==> config.mk <==
export PLATFORM = sky130hd
export DESIGN_NAME = maze_wall_probe
export DESIGN_NICKNAME = d
export VERILOG_FILES = /design/src/rtl/maze_wall_probe.sv
export SDC_FILE = /design/constraint.sdc
export NUM_CORES = 1
export LEC_CHECK = 0
export ABC_CLOCK_PERIOD_IN_PS = 14600
export CORE_ASPECT_RATIO = 0.6
export CORE_MARGIN = 5
export CORE_UTILIZATION = 30
export DETAILED_ROUTE_END_ITERATION = 7
export PLACE_DENSITY_LB_ADDON = 0.2
export RECOVER_POWER = 100
export REMOVE_ABC_BUFFERS = 1
export SETUP_SLACK_MARGIN = 0.02
export SYNTH_ARGS = -nofsm -noshare
export SYNTH_HDL_FRONTEND = slang
export SYNTH_SLANG_ARGS = --single-unit
==> constraint.sdc <==
create_clock -name clk -period 14.6 [get_ports clk]
set_input_delay 2.92 -clock clk [delete_from_list [all_inputs] [get_ports clk]]
set_output_delay 2.92 -clock clk [all_outputs]
set_load 0.05 [all_outputs]
==> src/rtl/maze_wall_probe.sv <==
// maze_wall_probe: samples the four neighbour wall bits of one ghost tile
// per frame tick through a single ROM read port and publishes them together.
module maze_wall_probe #(
  parameter int MAZE_W   = 28,
  parameter int MAZE_H   = 36,
  parameter int TUNNEL_Y = 17,
  parameter int ROM_LAT  = 1
) (
  input  logic       clk,
  input  logic       rst,
  input  logic       frame_tick,
  input  logic [5:0] tileX,
  input  logic [5:0] tileY,
  output logic       rom_rd_en,
  output logic [9:0] rom_addr,
  input  logic       rom_data,
  output logic       wallUp,
  output logic       wallDown,
  output logic       wallLeft,
  output logic       wallRight,
  output logic       walls_valid,
  output logic       busy,
  output logic       overrun
);

  typedef enum logic [1:0] {
    IDLE, ISSUE, DRAIN, DONE
  } state_t;

  typedef struct packed {
    logic       vld;
    logic       forced;
    logic [1:0] slot;
  } tag_t;

  localparam logic signed [6:0] W7 = 7'(MAZE_W);
  localparam logic signed [6:0] H7 = 7'(MAZE_H);
  localparam logic [5:0] TUN6 = 6'(TUNNEL_Y);
  localparam logic [9:0] W10 = 10'(MAZE_W);
  localparam logic [1:0] LASTD = 2'(ROM_LAT - 1);

  state_t state, stateNext;
  logic [5:0] latX, latY;
  logic [1:0] slot, drainCnt;
  logic [3:0] cap, capNext;
  logic [3:0] flags;
  tag_t pipe [ROM_LAT];

  logic signed [6:0] x7, y7, nx, ny;
  logic slotForced, oob;
  logic [9:0] addrCalc;

  // neighbour of the current slot, with tunnel wrap and edge forcing
  always_comb begin
    x7 = signed'({1'b0, latX});
    y7 = signed'({1'b0, latY});
    nx = x7;
    ny = y7;
    slotForced = 1'b0;
    oob = (x7 >= W7) || (y7 >= H7);
    unique case (slot)
      2'd0: ny = y7 - 7'sd1;
      2'd1: ny = y7 + 7'sd1;
      2'd2: nx = x7 - 7'sd1;
      2'd3: nx = x7 + 7'sd1;
    endcase
    if (ny < 7'sd0 || ny >= H7) slotForced = 1'b1;
    if (nx < 7'sd0) begin
      if (latY == TUN6) nx = W7 - 7'sd1;
      else slotForced = 1'b1;
    end else if (nx >= W7) begin
      if (latY == TUN6) nx = 7'sd0;
      else slotForced = 1'b1;
    end
    if (oob) slotForced = 1'b1;
    addrCalc = 10'(ny) * W10 + 10'(nx);
  end

  assign rom_rd_en = (state == ISSUE) && !slotForced;
  assign rom_addr = rom_rd_en ? addrCalc : 10'd0;
  assign busy = (state == ISSUE) || (state == DRAIN);
  assign walls_valid = (state == DONE);
  assign {wallUp, wallDown, wallLeft, wallRight} = flags;

  always_comb begin
    capNext = cap;
    if (pipe[ROM_LAT-1].vld)
      capNext[pipe[ROM_LAT-1].slot] =
        pipe[ROM_LAT-1].forced ? 1'b1 : rom_data;
  end

  always_comb begin
    stateNext = state;
    unique case (state)
      IDLE:  if (frame_tick) stateNext = ISSUE;
      ISSUE: if (slot == 2'd3) stateNext = DRAIN;
      DRAIN: if (drainCnt == LASTD) stateNext = DONE;
      DONE:  stateNext = IDLE;
    endcase
  end

  always_ff @(posedge clk) begin
    if (rst) begin
      state    <= IDLE;
      latX     <= '0;
      latY     <= '0;
      slot     <= '0;
      drainCnt <= '0;
      cap      <= 4'hF;
      flags    <= 4'hF;
      overrun  <= 1'b0;
      for (int k = 0; k < ROM_LAT; k++) pipe[k] <= '0;
    end else begin
      state <= stateNext;
      if (state == IDLE && frame_tick) begin
        latX <= tileX;
        latY <= tileY;
      end
      if (frame_tick && state != IDLE) overrun <= 1'b1;
      slot <= (state == ISSUE) ? slot + 2'd1 : 2'd0;
      drainCnt <= (state == DRAIN) ? drainCnt + 2'd1 : 2'd0;
      pipe[0].vld    <= (state == ISSUE);
      pipe[0].forced <= slotForced;
      pipe[0].slot   <= slot;
      for (int k = 1; k < ROM_LAT; k++) pipe[k] <= pipe[k-1];
      cap <= capNext;
      // flags switch on the DONE edge so they arrive with walls_valid
      if (state == DRAIN && drainCnt == LASTD)
        flags <= {capNext[0], capNext[1], capNext[2], capNext[3]};
    end
  end

endmodule

* Word-level counts from Yosys, hierarchy flattened
Memories as Yosys holds them, arrays and structs flattened.
Cells that the tools add are included.
** Operators by class
- Add/sub/neg operators :: 7
- Reductions and logical operators :: 17
- Equal/unequal tests :: 10
- $mul :: 1
- Muxes and demuxes :: 26
- Bitwise gates (word level) :: 2
- Order comparisons :: 8
** Operators with widths (number)
- 7-bit two-way mux :: 4
- 7-bit one-hot mux with 2 select lines :: 2
- 6-bit by 1-bit adder with 7-bit output (second input constant) :: 2
- 7-bit by 1-bit < comparator with 1-bit output (second input constant) :: 2
- 6-bit by 1-bit subtractor with 7-bit output (second input constant) :: 2
- 10-bit adder :: 1
- 10-bit by 3-bit multiplier with 8-bit output (second input constant) :: 1
- 1-bit two-way mux :: 10
- 10-bit two-way mux :: 1
- 2-bit equality test (second input constant) :: 4
- 2-bit two-way mux :: 4
- 4-bit two-way mux :: 2
- 2-bit one-hot mux with 4 select lines :: 1
- 7-bit by 6-bit >= comparator with 1-bit output (second input constant) :: 1
- 7-bit >= comparator (second input constant) :: 1
- 6-bit by 5-bit equality test with 1-bit output (second input constant) :: 1
- 6-bit by 5-bit >= comparator with 1-bit output (second input constant) :: 1
- 6-bit >= comparator (second input constant) :: 1
- 2-bit logical NOT :: 3
- 1-bit logical AND :: 5
- 2-bit by 1-bit adder with 2-bit output (second input constant) :: 2
- 4-bit bitwise mux :: 1
- 2-bit by 1-bit equality test with 1-bit output (second input constant) :: 2
- 2-bit by 1-bit != test with 1-bit output (second input constant) :: 2
- 11 further kinds :: 15
** Storage, ports and cells
- Logic and storage cells :: 80
- Register bits after elaboration :: 27
- Input bits :: 16
- Memories :: 1
- Memory bits (writable) :: 4
- Output and inout bits :: 18
** Memory list
- pipe :: words 1, bits a word 4, read ports 1, clocked after memory_dff 0, write ports 3, RTL line 47 : tag_t pipe [ROM_LAT];

* Depth between registers and ports, before layout
Gate-level depths: netlist of run 1.
- Word-level depth :: 12
- Depth in mapped cells :: 21
- Depth with buffers taken out :: 21

* Least setup slack after synthesis of run 1
No wires, ideal clock.
- Path kind :: register -> output
- Start point :: register slot[1]
- End point :: output port rom_addr[9]
- Slack :: 6.467 ns
- Data arrival time :: 5.213 ns
- Stages on the path, launching flop included :: 20
- Required time :: 11.680 ns
- Buffers on the path :: 0
- Cell sequence :: dfxtp_1 > inv_1 > ha_1 > inv_1 > ha_1 > a21o_1 > a21oi_1 > xnor2_1 > nand2_1 > o21ai_0 > fa_1 > inv_1 > fa_1 > a21o_1 > a21oi_1 > xnor2_1 > ha_1 > o41ai_1 > xnor3_1 > nor3_1
** Between the ends
- Word-level cells in the longest chain between the ends :: 12
- Elaborated cells between the ends (all ways) :: 25
- Classes of those cells :: 1 x add/sub; 1 x mul; 4 x order compare; 3 x eq/ne; 12 x mux; 4 x reduce/logical
** RTL lines
- from (decl) :: RTL line 44 : logic [1:0] slot, drainCnt;
- from (signal assigned) :: RTL line 120 : slot <= (state == ISSUE) ? slot + 2'd1 : 2'd0;
- branches (longest 11 deep; another with 10-bit by 3-bit multiplier with 8-bit output)
- 10-bit two-way mux (*) :: RTL line 80 : assign rom_addr = rom_rd_en ? addrCalc : 10'd0;
- to (decl) :: RTL line 15 : output logic [9:0] rom_addr,
Every way passes the cells marked *.

* Worst setup path in the final report of run 1
Ends and elaborated chain as after synthesis.

==> impl_metrics.prom, run 1 <==
# TYPE chip_impl_metric gauge
chip_impl_info{name="outcome",value="finished clean"} 1
chip_impl_metric{name="synthesis.instances",unit=""} 332
chip_impl_metric{name="final-seq-area",unit="um2"} 621
chip_impl_metric{name="grt_antenna_before_repair",unit=""} 0
chip_impl_metric{name="cts_htree_levels",unit=""} 2
chip_impl_metric{name="dr.first_iter.drc_count",unit=""} 142
chip_impl_metric{name="top_achievable_clock_speed",unit="MHz"} 114
chip_impl_info{name="worst-setup-path-type",value="flop to output port"} 1
chip_impl_metric{name="syn_to_final_growth",unit="%"} 21.6
chip_impl_metric{name="synth_seq_cells",unit=""} 31
chip_impl_metric{name="netlist-cell-type-count",unit=""} 49
chip_impl_metric{name="overflow",unit=""} 0
chip_impl_info{name="cpMaxStageDelayCell",value="dlygate4sd3_1"} 1
chip_impl_metric{name="avgRoutedWirePerCell",unit="um"} 13.9
chip_impl_metric{name="met3RoutedLength",unit="um"} 264
chip_impl_info{name="clock-root-buffer",value="clkbuf_16"} 1
chip_impl_metric{name="critPathMaxStageDelay",unit="ps"} 890
chip_impl_metric{name="global_route.usage.total",unit="%"} 11.9
chip_impl_metric{name="clk_pin_slew_worst_paths",unit="ps"} 50
chip_impl_metric{name="fraction_of_the_yosys_area_taken_by_sequential_cells",unit="%"} 22.8
chip_impl_metric{name="antenna_left",unit=""} 0
chip_impl_metric{name="cts-hold-fix-buffers",unit=""} 0
chip_impl_metric{name="numPortBuffers",unit=""} 33
chip_impl_metric{name="finalWorstPathRequiredPeriod",unit="ps"} 8780
chip_impl_metric{name="worstPathBufferInverterCount",unit=""} 4
chip_impl_metric{name="totalWireLength",unit="mm"} 6.64
chip_impl_metric{name="grt_pass1_wl",unit="mm"} 11.0
chip_impl_metric{name="drt-met1-wl",unit="mm"} 3.85
chip_impl_metric{name="filler_cell_count",unit=""} 869
chip_impl_metric{name="drc",unit=""} 0
chip_impl_metric{name="minimum_setup_slack_after_placement",unit="ps"} 6160
chip_impl_metric{name="first_global_vias",unit=""} 2168
chip_impl_metric{name="cts.sink_count",unit=""} 31
chip_impl_metric{name="cap_violations",unit=""} 0
chip_impl_metric{name="placer_congestion_estimate",unit=""} 0.871
chip_impl_metric{name="timing.critical_path.arrival",unit="ps"} 5860
chip_impl_metric{name="final_setup_skew",unit="ps"} 1.07
chip_impl_metric{name="worst_slew_pin_slew",unit="ps"} 933
chip_impl_info{name="synth_ff_type",value="dfxtp_1"} 1
chip_impl_metric{name="initial_utilization",unit="%"} 31.4
chip_impl_metric{name="final_min_period_over_clock_period",unit="%"} 60.1
chip_impl_info{name="netlist_top_cells_area",value="dfxtp_1, ha_1, fa_1"} 1
chip_impl_info{name="critPathCaptureType",value="output port"} 1
chip_impl_metric{name="finalSetupViolations",unit=""} 0
chip_impl_metric{name="route.met2.wl",unit="mm"} 2.49
chip_impl_metric{name="routed_via_density",unit=""} 4.91
chip_impl_metric{name="post-synth-top-area-fraction",unit="%"} 22.8
chip_impl_metric{name="synth-async-reset-ratio",unit="%"} 0
chip_impl_metric{name="vias",unit=""} 2335
chip_impl_info{name="critical-path-top-delay-family",value="adder cells"} 1
chip_impl_metric{name="synth_edf_count",unit=""} 0
chip_impl_metric{name="ys_warn_count",unit=""} 0
chip_impl_metric{name="crit_required",unit="ps"} 11680
chip_impl_metric{name="dieHeight",unit="um"} 83.8
chip_impl_metric{name="total_die_area",unit="um2"} 11200
chip_impl_metric{name="final.setup.worst_slack",unit="ps"} 5820
chip_impl_metric{name="clock_latency",unit="ps"} 270
chip_impl_metric{name="dpl_cell_area",unit="um2"} 3160
chip_impl_metric{name="synth.avg_cell_area",unit="um2"} 8.21
chip_impl_metric{name="insertedDiodeCount",unit=""} 0
chip_impl_info{name="path_cells",value="inv_1 > ha_1 > inv_1 > ha_1 > a21o_1 > a21oi_1 > xnor2_1 > nand2_1 > o21ai_0 > fa_1 > inv_1 > fa_1 > xor2_1 > ha_1 > nand2_1 > o21ai_0 > o41ai_1 > xnor3_1 > nor3_1 > dlygate4sd3_1"} 1
chip_impl_info{name="clock_tree_from_tritoncts",value="built"} 1
chip_impl_metric{name="cp_max_fo",unit=""} 6
chip_impl_metric{name="detailed_place_hpwl",unit="mm"} 5.38
chip_impl_metric{name="rows",unit=""} 26
chip_impl_metric{name="final_layout_size_suffix_gt1_share",unit="%"} 4.12
chip_impl_metric{name="multi_input_area",unit="um2"} 1940
chip_impl_metric{name="design.core.area",unit="um2"} 8690
chip_impl_metric{name="die_w",unit="um"} 133
chip_impl_info{name="grt_setup_unrepaired",value="false"} 1
chip_impl_metric{name="clock_buffer_count_from_cts",unit=""} 5
chip_impl_info{name="maxUsedRoutingLayer",value="met4"} 1
chip_impl_metric{name="timing.slew.headroom",unit="%"} 37.2
chip_impl_metric{name="postCtsResizedCells",unit=""} 0
chip_impl_info{name="netlist.top_cell.by_area",value="dfxtp_1"} 1
chip_impl_metric{name="cell_area_after_technology_mapping",unit="um2"} 2730
chip_impl_metric{name="cts_post_setup_buffers_inserted",unit=""} 0
chip_impl_metric{name="detailedRoute.firstPassIterationCount",unit=""} 4
chip_impl_metric{name="timing.final.hold_violations",unit=""} 0
chip_impl_metric{name="final_core_util",unit="%"} 38.1
chip_impl_metric{name="finalMaxSlewViolations",unit=""} 0
chip_impl_metric{name="post_route_cell_area",unit="um2"} 3310
chip_impl_metric{name="grt_max_degree",unit=""} 20
chip_impl_info{name="worstSetupStartpointType",value="flop"} 1
chip_impl_info{name="worstHoldPathType",value="flop to flop"} 1
chip_impl_metric{name="final.setup.tns",unit="ps"} 0
chip_impl_metric{name="design.portCount",unit=""} 34
chip_impl_metric{name="finish.net_count",unit=""} 425
chip_impl_metric{name="cts-root-to-sink-buffers",unit=""} 2
==> registers in the layout, summed over array words and instances (netlist names) <==
register and cells:
latX 6, latY 6, cap 4, flags 4
pipe 4, drainCnt 2, slot 2, state 2
overrun 1
==> tightest hold or removal path, cell delays in order (launching register included) <==
cell and delay (ps):
dfxtp_1 300, mux2i_1 70, nand2_1 60
==> worst paths after layout <==
path / startpoint / endpoint / slack, ps / cells past startpoint
hold reg to reg: cap[0] / cap[0] / 470 / 2
setup reg to reg: slot[1] / pipe[0][2] / 11300 / 9
hold / removal: cap[0] / cap[0] / 470 / 2
setup / recovery: slot[1] / rom_addr[9] / 5820 / 20
==> logic make-up (layout without fill, tap and decap cells) <==
family | count (synthesis) | after routing | synth area share, %
adder cells (fa/ha/maj) | 46 | 46 | 23.6
multiplexers | 11 | 11 | 4.18
XOR/XNOR | 17 | 17 | 5.97
AO/OA/AOI/OAI | 73 | 73 | 18.1
flip-flops | 31 | 31 | 22.8
AND/OR/NAND/NOR | 112 | 112 | 19.4
buffers and inverters | 42 | 74 | 5.97
==> metrics by stage <==
| step | hold WS, ps | cells |
|---|---|---|
| 5_1_grt | 500 | 476 |
| 3_3_place_gp | 454 | 468 |
| 3_5_place_dp | 459 | 468 |
| 2_1_floorplan | 438 | 323 |
| 6_report | 467 | 476 |
| 4_1_cts | 473 | 476 |
==> layout make-up <==
type | instances | share of cell area (%)
flip-flops and latches | 31 | 18.7
repair buffers | 33 | 9.97
well taps | 112 | 4.23
clock buffers | 8 | 4.72
inverters | 33 | 3.74
multi-input cells | 259 | 58.6
==> metal layers <==
metal,vias up,global-route usage [%]
li1,1203,-
met1,1085,19.7
met2,42,15.1
met3,5,2.77
met4,0,1.79
met5,-,0
==> placed cells by master (no fill, tap or decap), types with 3 or more instances in the layout <==
master and n:
o21ai_0 12, nand2_1 42, fa_1 9, a211oi_1 4
inv_1 33, mux2_2 3, nor3_1 16, nand3_1 5
clkbuf_16 5, and2_1 5, clkdlybuf4s50_1 13, a21oi_1 23
o21a_1 4, xor2_1 7, mux2i_1 8, nor3b_1 4
nor2b_1 6, dlygate4sd3_1 20, o21bai_1 3, a21o_1 5
nor2_1 22, dfxtp_1 31, ha_1 37, xnor2_1 9
o211ai_1 5
==> cell usage after synthesis, drive strengths merged (2+ instances only) <==
cell type	n
mux2	3
nand2	42
a211oi	5
nand3	5
buf	4
xor2	7
nor2	22
a21o	5
or2	3
o31ai	2
and3	2
nor3b	4
dfxtp	31
nand2b	2
inv	33
a221oi	2
nor2b	6
a21oi	24
o21ai	12
o21a	4
clkbuf	5
and2	5
o21bai	3
xnor2	9
mux2i	8
nor3	16
o211ai	5
ha	37
fa	9
Power of run 1 is left out: the tool's default activity adds up to more than one toggle a clock period on the data nets, which glitch-free logic cannot reach.
==> run 2, diff against run 1 <==
ABC_CLOCK_PERIOD_IN_PS = 8500   (was 14600)
clock period = 8.5 ns   (was 14.6 ns; I/O delays follow)
==> run 2 against run 1 <==
  * Design area fell by 0.38%
  * Global-route usage barely moved
  * Sequential share of layout area rose by 0.071 points
==> impl_metrics.prom, run 2 (synthesis results as in run 1) <==
# TYPE chip_impl_metric gauge
chip_impl_metric{name="final.setup.tns",unit="ps"} 0
chip_impl_metric{name="final.setup.worst_slack",unit="ps"} 935
chip_impl_metric{name="rows",unit=""} 26
chip_impl_info{name="worstSetupStartpointType",value="flop"} 1
chip_impl_info{name="clock_tree_from_tritoncts",value="built"} 1
chip_impl_info{name="worstHoldPathType",value="flop to flop"} 1
chip_impl_metric{name="filler_cell_count",unit=""} 856
chip_impl_metric{name="first_global_vias",unit=""} 2144
chip_impl_metric{name="clock_latency",unit="ps"} 270
chip_impl_info{name="worst-setup-path-type",value="flop to output port"} 1
chip_impl_metric{name="detailed_place_hpwl",unit="mm"} 5.36
chip_impl_metric{name="cts_post_setup_buffers_inserted",unit=""} 0
chip_impl_metric{name="global_route.usage.total",unit="%"} 11.9
chip_impl_metric{name="dpl_cell_area",unit="um2"} 3160
chip_impl_metric{name="dr.first_iter.drc_count",unit=""} 160
chip_impl_metric{name="design.portCount",unit=""} 34
chip_impl_metric{name="vias",unit=""} 2259
chip_impl_metric{name="multi_input_area",unit="um2"} 1940
chip_impl_metric{name="cap_violations",unit=""} 0
chip_impl_metric{name="finish.cell_count_without_fillers",unit=""} 475
chip_impl_metric{name="grt_max_degree",unit=""} 20
chip_impl_metric{name="cts-root-to-sink-buffers",unit=""} 2
chip_impl_metric{name="minimum_setup_slack_after_placement",unit="ps"} 1290
chip_impl_metric{name="top_achievable_clock_speed",unit="MHz"} 132
chip_impl_info{name="clock-root-buffer",value="clkbuf_16"} 1
chip_impl_metric{name="final-seq-area",unit="um2"} 621
chip_impl_metric{name="finalWorstPathRequiredPeriod",unit="ps"} 7560
chip_impl_metric{name="clock_buffer_count_from_cts",unit=""} 5
chip_impl_metric{name="crit_required",unit="ps"} 6800
chip_impl_metric{name="clk_pin_slew_worst_paths",unit="ps"} 50
chip_impl_metric{name="final_setup_skew",unit="ps"} 3.32
chip_impl_info{name="final_common_cell",value="nand2_1"} 1
chip_impl_metric{name="final_min_period_over_clock_period",unit="%"} 89.0
chip_impl_metric{name="whs_path_depth",unit=""} 2
chip_impl_metric{name="overflow",unit=""} 0
chip_impl_metric{name="post_route_cell_area",unit="um2"} 3300
chip_impl_metric{name="routed_via_density",unit=""} 4.76
chip_impl_metric{name="cts-hold-fix-buffers",unit=""} 0
chip_impl_metric{name="placedCellCount",unit=""} 468
chip_impl_metric{name="numPortBuffers",unit=""} 33
chip_impl_metric{name="detailedRoute.firstPassIterationCount",unit=""} 6
chip_impl_metric{name="totalWireLength",unit="mm"} 6.55
chip_impl_metric{name="grt_pass1_wl",unit="mm"} 11.0
chip_impl_info{name="reg.largest.list",value="latX: 6 flops, latY: 6 flops"} 1
chip_impl_metric{name="dieHeight",unit="um"} 83.8
chip_impl_metric{name="cts_htree_levels",unit=""} 2
chip_impl_metric{name="design.core.area",unit="um2"} 8690
chip_impl_metric{name="worst_r2r_path_depth",unit=""} 9
chip_impl_metric{name="initial_utilization",unit="%"} 31.4
chip_impl_metric{name="timing.critical_path.arrival",unit="ps"} 5860
chip_impl_metric{name="die_w",unit="um"} 133
chip_impl_info{name="outcome",value="finished clean"} 1
chip_impl_metric{name="timing.slew.headroom",unit="%"} 36.2
chip_impl_info{name="most_used_cells_in_the_layout_excluding_fill_and_tap_cells",value="nand2_1, ha_1, inv_1"} 1
chip_impl_metric{name="finish.net_count",unit=""} 425
chip_impl_metric{name="total_die_area",unit="um2"} 11200
chip_impl_metric{name="worst_slew_pin_slew",unit="ps"} 947
chip_impl_metric{name="final_layout_size_suffix_gt1_share",unit="%"} 3.86
chip_impl_metric{name="drc",unit=""} 0
chip_impl_metric{name="postCtsResizedCells",unit=""} 0
chip_impl_metric{name="grt_antenna_before_repair",unit=""} 0
chip_impl_info{name="critPathCaptureType",value="output port"} 1
chip_impl_metric{name="syn_to_final_growth",unit="%"} 21.1
chip_impl_metric{name="antenna_left",unit=""} 0
chip_impl_metric{name="reg2reg_slack",unit="ps"} 5140
chip_impl_metric{name="avgRoutedWirePerCell",unit="um"} 13.8
chip_impl_metric{name="insertedDiodeCount",unit=""} 0
chip_impl_metric{name="timing.final.hold_violations",unit=""} 0
chip_impl_metric{name="cts.sink_count",unit=""} 31
chip_impl_metric{name="finalMaxSlewViolations",unit=""} 0
chip_impl_info{name="grt_setup_unrepaired",value="false"} 1
chip_impl_metric{name="finalSetupViolations",unit=""} 0
chip_impl_metric{name="cp_max_fo",unit=""} 6
chip_impl_metric{name="placer_congestion_estimate",unit=""} 0.866
==> run 2: cell count changes in the layout (fill, tap and decap cells not counted) <==
cell | previous run | this run
clkbuf_1 | 1 | 0
mux2_1 | 0 | 1
and2_0 | 0 | 1
clkinv_2 | 0 | 1
mux2_2 | 3 | 2
clkbuf_8 | 2 | 1
and2_1 | 5 | 4
==> run 2: worst max-delay path, cell delays in order (launching register included) <==
cell and delay (ps):
dfxtp_1 420, inv_1 100, ha_1 260, inv_1 200
ha_1 260, a21o_1 190, a21oi_1 230, xnor2_1 90
nand2_1 60, o21ai_0 330, fa_1 650, inv_1 60
fa_1 400, a21o_1 190, a21oi_1 170, xnor2_1 100
ha_1 230, o41ai_1 350, xnor3_1 270, nor3_1 120
dlygate4sd3_1 890
==> run 2: path summary, 6_finish.rpt <==
check	startpoint	to
max	slot[1]	rom_addr[9]
min	overrun	overrun
max reg2reg	slot[1]	pipe[0][2]
min reg2reg	overrun	overrun
==> run 2: area by class of cell <==
| cell class | instances | area share, % |
|---|---|---|
| clock buffer | 6 | 4.21 |
| clock inverter | 1 | 0.152 |
| inverter | 33 | 3.75 |
| multi-input combinational | 259 | 58.8 |
| sequential | 31 | 18.8 |
| tap | 112 | 4.25 |
| timing repair buffer | 33 | 10.0 |
==> run 2: metal layers <==
layer	wire length [um]	global-route usage, %	vias up
met3	307	2.89	2
met4	10	1.42	0
li1	-	-	1206
met1	3850	19.7	1007
met2	2380	15.1	44
met5	0	0	-
==> run 2: through the flow <==
| stage | hold slack (ps) | utilization (%) |
|---|---|---|
| floorplan | 438 | - |
| global placement | 454 | 36.3 |
| detailed placement | 460 | 36.3 |
| CTS | 472 | 38.0 |
| global route | 499 | 38.0 |
| finish | 466 | 38.0 |
Power of run 2 is left out for the same reason.
==> run 3, diff against run 2 <==
DONT_BUFFER_PORTS = 1   (was unset)
TNS_END_PERCENT = 20   (was unset)
==> run 3 against run 2 <==
  * The flow now finishes with violations (max-capacitance violations, max-slew violations)
  * Die area stayed put
  * Utilization decreased by 3.4 points
  * Routed wire length shrank 3.5%
==> impl_metrics.prom, run 3 (synthesis results as in run 1) <==
# TYPE chip_impl_metric gauge
chip_impl_info{name="outcome",value="complete, but fails checks"} 1
chip_impl_info{name="violations",value="max-capacitance violations, max-slew violations"} 1
chip_impl_metric{name="finalWorstPathRequiredPeriod",unit="ps"} 7610
chip_impl_metric{name="top_achievable_clock_speed",unit="MHz"} 131
chip_impl_metric{name="route.met2.wl",unit="mm"} 2.42
chip_impl_info{name="worst_hold_startpoint",value="cap[1]"} 1
chip_impl_metric{name="timing.final.hold_violations",unit=""} 0
chip_impl_info{name="final_common_cell",value="nand2_1"} 1
chip_impl_metric{name="critPathMaxStageDelay",unit="ps"} 1090
chip_impl_info{name="reg.largest.list",value="latX: 6 flops, latY: 6 flops"} 1
chip_impl_metric{name="first_global_vias",unit=""} 2003
chip_impl_metric{name="design.core.area",unit="um2"} 8690
chip_impl_metric{name="insertedDiodeCount",unit=""} 0
chip_impl_metric{name="final.setup.tns",unit="ps"} 0
chip_impl_metric{name="cp_num_cells",unit=""} 19
chip_impl_metric{name="final_setup_skew",unit="ps"} 4.12
chip_impl_metric{name="clock_latency",unit="ps"} 270
chip_impl_info{name="clock_tree_from_tritoncts",value="built"} 1
chip_impl_metric{name="cp_max_fo",unit=""} 6
chip_impl_metric{name="dr.first_iter.drc_count",unit=""} 203
chip_impl_metric{name="global_route.usage.total",unit="%"} 11.5
chip_impl_metric{name="numPortBuffers",unit=""} 0
chip_impl_metric{name="crit_required",unit="ps"} 6800
chip_impl_metric{name="dieHeight",unit="um"} 83.8
chip_impl_metric{name="postCtsResizedCells",unit=""} 0
chip_impl_metric{name="worst_slew_pin_slew",unit="ps"} 1650
chip_impl_metric{name="timing.slew.headroom",unit="%"} -10.6
chip_impl_metric{name="cts_htree_levels",unit=""} 2
chip_impl_metric{name="timing.critical_path.arrival",unit="ps"} 5910
chip_impl_metric{name="syn_to_final_growth",unit="%"} 10.1
chip_impl_metric{name="totalWireLength",unit="mm"} 6.32
chip_impl_info{name="worst_reg2reg_endpoint",value="pipe[0][2]"} 1
chip_impl_metric{name="design.portCount",unit=""} 34
chip_impl_info{name="worstSetupStartpointType",value="flop"} 1
chip_impl_metric{name="reg2reg_slack",unit="ps"} 5010
chip_impl_info{name="critical-path-top-delay-family",value="adder cells"} 1
chip_impl_metric{name="overflow",unit=""} 0
chip_impl_metric{name="whs_path_depth",unit=""} 2
chip_impl_metric{name="placer_congestion_estimate",unit=""} 0.822
chip_impl_metric{name="drt-met1-wl",unit="mm"} 3.68
chip_impl_metric{name="clk_pin_slew_worst_paths",unit="ps"} 50
chip_impl_info{name="critPathCaptureType",value="output port"} 1
chip_impl_metric{name="grt_antenna_before_repair",unit=""} 0
chip_impl_metric{name="cts_post_setup_buffers_inserted",unit=""} 0
chip_impl_metric{name="clock_buffer_count_from_cts",unit=""} 5
chip_impl_info{name="maxUsedRoutingLayer",value="met4"} 1
chip_impl_info{name="cpMaxStageDelayCell",value="nor3_1"} 1
chip_impl_metric{name="worstPathBufferInverterCount",unit=""} 3
chip_impl_metric{name="cts.sink_count",unit=""} 31
chip_impl_info{name="most_used_cells_in_the_layout_excluding_fill_and_tap_cells",value="nand2_1, ha_1, inv_1"} 1
chip_impl_metric{name="grt_max_degree",unit=""} 20
chip_impl_metric{name="vias",unit=""} 2180
chip_impl_metric{name="final_min_period_over_clock_period",unit="%"} 89.6
chip_impl_metric{name="cts-hold-fix-buffers",unit=""} 0
chip_impl_metric{name="final_layout_size_suffix_gt1_share",unit="%"} 4.17
chip_impl_info{name="timing.hold.worst_endpoint",value="cap[1]"} 1
chip_impl_metric{name="grt_pass1_wl",unit="mm"} 10.5
chip_impl_info{name="worst-setup-path-type",value="flop to output port"} 1
chip_impl_metric{name="finalMaxSlewViolations",unit=""} 4
chip_impl_metric{name="initial_utilization",unit="%"} 31.4
chip_impl_info{name="critPathLaunch",value="slot[1]"} 1
chip_impl_metric{name="avgRoutedWirePerCell",unit="um"} 14.1
chip_impl_metric{name="die_w",unit="um"} 133
chip_impl_metric{name="detailedRoute.firstPassIterationCount",unit=""} 4
chip_impl_metric{name="post_route_cell_area",unit="um2"} 3000
chip_impl_metric{name="rows",unit=""} 26
chip_impl_metric{name="finish.net_count",unit=""} 397
chip_impl_info{name="rr_startpoint",value="slot[1]"} 1
chip_impl_info{name="worstHoldPathType",value="flop to flop"} 1
chip_impl_metric{name="drc",unit=""} 0
chip_impl_metric{name="finalSetupViolations",unit=""} 0
chip_impl_info{name="clock-root-buffer",value="clkbuf_16"} 1
chip_impl_metric{name="dpl_cell_area",unit="um2"} 2890
chip_impl_metric{name="met3RoutedLength",unit="um"} 191
chip_impl_info{name="grt_setup_unrepaired",value="false"} 1
chip_impl_metric{name="cap_violations",unit=""} 4
chip_impl_metric{name="total_die_area",unit="um2"} 11200
chip_impl_metric{name="detailed_place_hpwl",unit="mm"} 5.23
chip_impl_info{name="path_cells",value="inv_1 > ha_1 > inv_1 > ha_1 > a21o_1 > a21oi_1 > xnor2_1 > nand2_1 > o21ai_0 > fa_1 > inv_1 > fa_1 > a21o_1 > a21oi_1 > xnor2_1 > ha_1 > o41ai_1 > xnor3_1 > nor3_1"} 1
chip_impl_metric{name="worst_r2r_path_depth",unit=""} 9
chip_impl_metric{name="cts-root-to-sink-buffers",unit=""} 2
chip_impl_metric{name="antenna_left",unit=""} 0
chip_impl_metric{name="routed_via_density",unit=""} 4.87
-- run 3: cell types whose count changed in the layout (fill, tap and decap cells not counted), sizes merged --
cell           before  now
clkbuf              6   12
clkdlybuf4s50      13    0
dlygate4sd3        20    0
clkinv              1    0
clkinvlp            0    1
-- run 3: layer usage --
layer	global-route usage (%)	vias up
met5	0	-
met4	2.36	0
met3	2.65	4
met2	15.0	22
met1	18.4	1003
li1	-	1151
-- run 3: worst max-delay path by stage --
stage	end	slack, ps
detailed placement	rom_addr[9]	1580
global route	rom_addr[9]	560
global placement	rom_addr[9]	1720
finish	rom_addr[9]	890
floorplan	rom_addr[9]	1580
CTS	rom_addr[9]	1280
-- run 3: area by class of cell --
type | count | area [um2]
clock inverters | 1 | 7.51
well taps | 112 | 140
repair buffers | 5 | 18.8
multi-input cells | 259 | 1940
fillers | 915 | 5680
inverters | 33 | 124
clock buffers | 7 | 153
flip-flops and latches | 31 | 621
-- run 3: tightest hold or removal path, stage by stage (launching register included) --
cell	delay, ps
dfxtp_1	310
mux2i_1	80
nand2_1	70
-- run 3: stage by stage --
step / hold WS (ps) / worst slack, ps / utilization (%) / cells
6_report: 479 / 886 / 34.6 / 448
5_1_grt: 512 / 557 / 34.6 / 448
4_1_cts: 474 / 1280 / 35.1 / 448
3_5_place_dp: 460 / 1580 / 33.3 / 440
3_3_place_gp: 458 / 1720 / 33.3 / 440
2_1_floorplan: 438 / 1580 / - / 323
Power of run 3 is left out for the same reason.
